[src/rtl/ccd_pkg.sv]
// ccd_pkg: shared types and default sizes for the CCD pixel capture block.
//   ccd_state_e    capture FSM states
//   *_DEF          default parameter values used by ccd_pixel_capture
package ccd_pkg;

    localparam int unsigned DATA_W_DEF       = 12;
    localparam int unsigned CNT_W_DEF        = 11;
    localparam int unsigned COLUMN_WIDTH_DEF = 1280;
    localparam int unsigned FCNT_W_DEF       = 32;

    typedef enum logic [1:0] {
        IDLE,
        WAIT_FRAME,
        ACTIVE
    } ccd_state_e;

endpackage

[src/rtl/ccd_xy_counter.sv]
// ccd_xy_counter: next-pixel column/row counters for the capture stage.
//   clk_i        pixel clock
//   rst_ni       asynchronous active-low reset
//   clear_i      frame start: position returns to (0,0) this cycle
//   pixel_i      a pixel is captured this cycle
//   line_end_i   sensor line valid just fell
//   x_o / y_o    position of the pixel captured this cycle
module ccd_xy_counter #(
    parameter int unsigned CNT_W        = 11,
    parameter int unsigned COLUMN_WIDTH = 1280
) (
    input  logic             clk_i,
    input  logic             rst_ni,
    input  logic             clear_i,
    input  logic             pixel_i,
    input  logic             line_end_i,
    output logic [CNT_W-1:0] x_o,
    output logic [CNT_W-1:0] y_o
);

    localparam logic [CNT_W-1:0] X_LAST = CNT_W'(COLUMN_WIDTH - 1);

    logic [CNT_W-1:0] nx_q, nx_d;
    logic [CNT_W-1:0] ny_q, ny_d;
    logic [CNT_W-1:0] base_x, base_y;

    // The clear applies in the same cycle so a pixel coincident with the
    // frame start is placed at (0,0).
    always_comb begin
        base_x = clear_i ? '0 : nx_q;
        base_y = clear_i ? '0 : ny_q;
        nx_d   = base_x;
        ny_d   = base_y;
        if (pixel_i) begin
            if (base_x == X_LAST) begin
                nx_d = '0;
                ny_d = base_y + CNT_W'(1);
            end else begin
                nx_d = base_x + CNT_W'(1);
            end
        end else if (line_end_i && (base_x != '0)) begin
            // Short line: move to the start of the next row. A full-width
            // line has already wrapped, so base_x is 0 and nothing happens.
            nx_d = '0;
            ny_d = base_y + CNT_W'(1);
        end
    end

    always_ff @(posedge clk_i or negedge rst_ni) begin
        if (!rst_ni) begin
            nx_q <= '0;
            ny_q <= '0;
        end else begin
            nx_q <= nx_d;
            ny_q <= ny_d;
        end
    end

    assign x_o = base_x;
    assign y_o = base_y;

endmodule

[src/rtl/ccd_pixel_capture.sv]
// ccd_pixel_capture: samples the raw Bayer sensor bus and emits the captured
// pixel stream with X/Y positions, gated to whole frames by start/stop
// requests, and counts completed captured frames.
//   iCLK, iRST          pixel clock, asynchronous active-low reset
//   iDATA, iFVAL, iLVAL sensor pixel, frame valid, line valid
//   iSTART, iEND        single-cycle capture start / stop requests
//   oDATA, oDVAL        captured pixel (0 when not valid), valid strobe
//   oX_Cont, oY_Cont    column / row of the pixel on oDATA
//   oFrame_Cont         completed captured frames (wrapping)
//   oBUSY               capture FSM not idle
module ccd_pixel_capture
    import ccd_pkg::*;
#(
    parameter int unsigned DATA_W       = DATA_W_DEF,
    parameter int unsigned CNT_W        = CNT_W_DEF,
    parameter int unsigned COLUMN_WIDTH = COLUMN_WIDTH_DEF,
    parameter int unsigned FCNT_W       = FCNT_W_DEF
) (
    input  logic              iCLK,
    input  logic              iRST,
    input  logic [DATA_W-1:0] iDATA,
    input  logic              iFVAL,
    input  logic              iLVAL,
    input  logic              iSTART,
    input  logic              iEND,
    output logic [DATA_W-1:0] oDATA,
    output logic              oDVAL,
    output logic [CNT_W-1:0]  oX_Cont,
    output logic [CNT_W-1:0]  oY_Cont,
    output logic [FCNT_W-1:0] oFrame_Cont,
    output logic              oBUSY
);

    ccd_state_e        state_q, state_d;
    logic              stop_pend_q, stop_pend_d;
    logic              fval_q;
    logic              lval_q;
    logic              dval_q, dval_d;
    logic [DATA_W-1:0] data_q, data_d;
    logic [CNT_W-1:0]  x_q, x_d;
    logic [CNT_W-1:0]  y_q, y_d;
    logic [FCNT_W-1:0] fcnt_q, fcnt_d;

    logic              fval_rise;
    logic              fval_fall;
    logic              lval_fall;
    logic              cap_en;
    logic              pixel;
    logic [CNT_W-1:0]  cur_x, cur_y;

    assign fval_rise = iFVAL & ~fval_q;
    assign fval_fall = ~iFVAL & fval_q;
    assign lval_fall = ~iLVAL & lval_q;
    assign pixel     = cap_en & iFVAL & iLVAL;

    ccd_xy_counter #(
        .CNT_W       (CNT_W),
        .COLUMN_WIDTH(COLUMN_WIDTH)
    ) u_xy (
        .clk_i     (iCLK),
        .rst_ni    (iRST),
        .clear_i   (fval_rise),
        .pixel_i   (pixel),
        .line_end_i(lval_fall),
        .x_o       (cur_x),
        .y_o       (cur_y)
    );

    always_comb begin
        state_d     = state_q;
        stop_pend_d = stop_pend_q;
        fcnt_d      = fcnt_q;
        cap_en      = 1'b0;
        unique case (state_q)
            IDLE: begin
                if (iSTART && !iEND) begin
                    state_d = WAIT_FRAME;
                end
            end
            WAIT_FRAME: begin
                if (iEND) begin
                    state_d = IDLE;
                end else if (fval_rise) begin
                    // Capture starts on the rising edge itself.
                    state_d = ACTIVE;
                    cap_en  = 1'b1;
                end
            end
            ACTIVE: begin
                cap_en = 1'b1;
                if (iEND) begin
                    stop_pend_d = 1'b1;
                end
                if (fval_fall) begin
                    fcnt_d  = fcnt_q + FCNT_W'(1);
                    // A stop arriving on the closing cycle also takes effect.
                    state_d = (stop_pend_q || iEND) ? IDLE : WAIT_FRAME;
                end
            end
            default: state_d = IDLE;
        endcase
        if (state_d == IDLE) begin
            stop_pend_d = 1'b0;
        end
    end

    always_comb begin
        dval_d = pixel;
        data_d = pixel ? iDATA : '0;
        x_d    = pixel ? cur_x : x_q;
        y_d    = pixel ? cur_y : y_q;
    end

    always_ff @(posedge iCLK or negedge iRST) begin
        if (!iRST) begin
            state_q     <= IDLE;
            stop_pend_q <= 1'b0;
            fval_q      <= 1'b0;
            lval_q      <= 1'b0;
            dval_q      <= 1'b0;
            data_q      <= '0;
            x_q         <= '0;
            y_q         <= '0;
            fcnt_q      <= '0;
        end else begin
            state_q     <= state_d;
            stop_pend_q <= stop_pend_d;
            fval_q      <= iFVAL;
            lval_q      <= iLVAL;
            dval_q      <= dval_d;
            data_q      <= data_d;
            x_q         <= x_d;
            y_q         <= y_d;
            fcnt_q      <= fcnt_d;
        end
    end

    assign oDATA       = data_q;
    assign oDVAL       = dval_q;
    assign oX_Cont     = x_q;
    assign oY_Cont     = y_q;
    assign oFrame_Cont = fcnt_q;
    assign oBUSY       = (state_q != IDLE);

endmodule

[config.mk]
export PLATFORM = sky130hd
export DESIGN_NAME = ccd_pixel_capture
export DESIGN_NICKNAME = d
export VERILOG_FILES = /design/src/rtl/ccd_pkg.sv /design/src/rtl/ccd_xy_counter.sv /design/src/rtl/ccd_pixel_capture.sv
export SDC_FILE = /design/constraint.sdc
export NUM_CORES = 1
export LEC_CHECK = 0
export BUFFER_PORTS_ARGS = -buffer_cell sky130_fd_sc_hd__clkbuf_2
export CAP_MARGIN = 30
export CELL_PAD_IN_SITES_DETAIL_PLACEMENT = 0
export CELL_PAD_IN_SITES_GLOBAL_PLACEMENT = 1
export CORE_UTILIZATION = 46
export DETAILED_ROUTE_END_ITERATION = 10
export GPL_ROUTABILITY_DRIVEN = 0
export PLACE_DENSITY = 0.95
export SLEW_MARGIN = 20
export SYNTH_ARGS = -nofsm -noshare
export SYNTH_HDL_FRONTEND = slang
export SYNTH_SLANG_ARGS = --single-unit
[constraint.sdc]
create_clock -name iCLK -period 3.9 [get_ports iCLK]
set_input_delay 0.39 -clock iCLK [delete_from_list [all_inputs] [get_ports iCLK]]
set_output_delay 0.39 -clock iCLK [all_outputs]
set_load 0.01 [all_outputs]
==> results.ini <==
[setup_path]
crit_chain=nand2b_1 -> buf_4 -> nand2_1 -> inv_1 -> ha_1 -> and3_1 -> and4_1 -> a31oi_4 -> nor2_1 -> mux2_2
critPathBufInv=2
slowest_stage=a31oi_4
r2r_cells=10
critPathTopFamily=simple AND/OR/NAND/NOR gates
worstSetupPathType=reg2reg
r2r_end=u_xy.ny_q[1]
max_stage_delay_ns=0.63
startpoint=fval_q
crit_fanout=25
endpoint_kind=register
cp.required_ns=4.14
critPathLaunchType=register
regToRegStartpoint=fval_q
regToRegSetupSlack_ns=0.87
arrival_ns=3.27

[yosys]
synthesis.area_um2=4320
yosysTopAreaCellShare_pct=54.5
synth_nets=440
synth.most_common_cell=dfrtp_1
synth_top_cells_by_count=94 x dfrtp_1, 75 x nand2_1, 27 x xnor2_1
ys_warn_count=0
ys_ff_latch=94
synth.area.top_cells=dfrtp_1 54%, nand2_1 6.5%, xnor2_1 5.5%
yosysTopAreaCell=dfrtp_1
ys_seq_area_share_pct=54.5
syn_area_per_cell_um2=10.4
synthCells=414
netlist-cell-type-count=50
synthArstFlopShare_pct=100
synthFlopType=dfrtp_1
synth_edf_count=0

[timing]
fin_crit_ns=3.03
finalSetupViolCount=0
max_freq_ghz=0.330
hold_viol_final=0
fin_crit_sh_pct=77.6
skew_ns=0.0125
worst_slew_pin_slew_ns=0.731
tns_ns=0
rsz0062_at_grt=no
maxSlewHeadroom_pct=51.2
slew_violations=0

[cells_and_area]
fin_nets=529
drive_gt1_share_pct=24.0
area_growth_pct=17.6
antennaDiodeCount=0
layoutNonFillerInstCount=616

[clocking]
clock-sinks=94
htree_levels=3
numCtsBuffers=9
worstSkewPairLatency_ns=0.36
clockBufferDepth=2
clk_pin_slew_ns=0.09
cts_tree=yes
cts_resized=0
ctsRootBufferMaster=clkbuf_8

[floorplanning]
pin_count=86
die_height_um=98.9
dieArea_um2=9780
rows=34
initial_utilization_pct=48.6
die_x_um=98.9
core_um2=8890

[pwr]
comb_power_share_pct=10.3
p_per_area_nw_per_um2=366
power_frac_clock_pct=34.8
internal_power_w=0.00138
vdd_drop_max_v=0.000190
leakage_nw=2.56
p_seq_share_pct=54.9
switching_share_pct=25.7
p_switching_w=0.000478

[detailed_routing]
vias=3255
ant_nets=0
firstDrtPassIters=5
first_iter_violations=126
routed_wl_um=8790
drcViolationCount=0
viasPerCell=5.28
routedWlPerCell_um=14.3

[grt]
grt_first_pass_wirelength_um=15000
antenna_found_initial=0
gr-usage-all-layers_pct=19.0
grt_pass1_vias=3121
grt_max_degree=71
overflow=0

[placement]
hpwlAfterDp_um=6040
dp.cells=598
io_buffers=85

[min_path]
min_to=lval_q
hp-start=iLVAL
hold_path_depth=1
hp-class=in2reg

[run_status]
status=completed

[flow_run]
drv_cap=0

-- worst reg2reg max path, delay by kind of cell, from the launching register on --
kind | cells | cell delay, ns
compound gates | 1 | 0.63
flops | 1 | 0.47
simple gates | 5 | 1.03
fa+ha+maj | 1 | 0.20
mux | 1 | 0.32
buf+inv | 2 | 0.27
-- per-layer routing --
metal,track usage [%],vias to the layer above,share of wire [%]
met5,0,-,0
met4,7.46,0,1.3
met3,3.48,9,4.5
met2,29.7,87,47
met1,26.1,1558,47
li1,-,1601,-
-- power groups by stage --
stage / clock [W] / combinational [W] / sequential, W
floorplan: 0 / 0.000112 / 0.00104
global placement: 0 / 0.000184 / 0.00104
detailed placement: 0 / 0.000189 / 0.00104
CTS: 0.000665 / 0.000190 / 0.00102
global route: 0.000700 / 0.000218 / 0.00102
finish: 0.000648 / 0.000192 / 0.00102
-- cell usage in the layout (no fill, tap or decap), types with 10 or more instances in the layout --
master    instances
xnor2_1          27
nor2_1           20
dfrtp_1          94
o21ai_0          23
clkbuf_8         10
clkbuf_2         84
nand3_1          20
nand4_1          13
and2_1           15
nand2_1          75
a21oi_1          18
-- stage by stage --
step	util, %	instance area, µm²	hold WS [ns]	power, W	setup WS (ns)
2_1_floorplan	-	4320	0.0944	0.00115	1.35
4_1_cts	56.7	5040	0.179	0.00188	0.911
3_5_place_dp	54.5	4840	0.465	0.00123	0.893
5_1_grt	57.1	5080	0.210	0.00194	0.659
6_report	57.1	5080	0.222	0.00186	0.873
3_3_place_gp	54.5	4840	0.456	0.00122	0.995
-- worst max-delay path by stage --
stage | to | depth (start not counted)
after CTS | u_xy.ny_q[1] | 10
after floorplan | u_xy.ny_q[8] | 11
after global placement | u_xy.ny_q[1] | 11
after detailed placement | u_xy.ny_q[1] | 11
final | u_xy.ny_q[1] | 10
after global routing | u_xy.ny_q[1] | 10
-- cell type report --
class / count / area (µm²)
multi-input cells: 295 / 1850
inverters: 10 / 37.5
clock buffers: 10 / 138
fillers: 742 / 3810
repair buffers: 93 / 510
well taps: 108 / 135
clock inverters: 6 / 61.3
flip-flops and latches: 94 / 2350
-- logic make-up after synthesis --
group | Yosys count | share of synthesized area, %
compound gates | 59 | 8.87
xor+xnor | 36 | 7.30
fa+ha+maj | 8 | 2.32
buf+inv | 25 | 2.78
flops | 94 | 54.5
mux | 3 | 0.724
simple gates | 189 | 23.5
-- what timing repair did --
action / CTS / global route
endpoints found under the hold margin: 0 / 12
setup buffers: 0 / 0
hold buffers: 0 / 1
-- flip-flops by register name (all words and copies together) (netlist names) --
name,flops
oY_Cont,11
oDATA,12
oFrame_Cont,32
stop_pend_q,1
oDVAL,1
lval_q,1
u_xy.nx_q,11
oX_Cont,11
fval_q,1
u_xy.ny_q,11
state_q,2
Note: power is estimated with default switching activity, not from simulation.
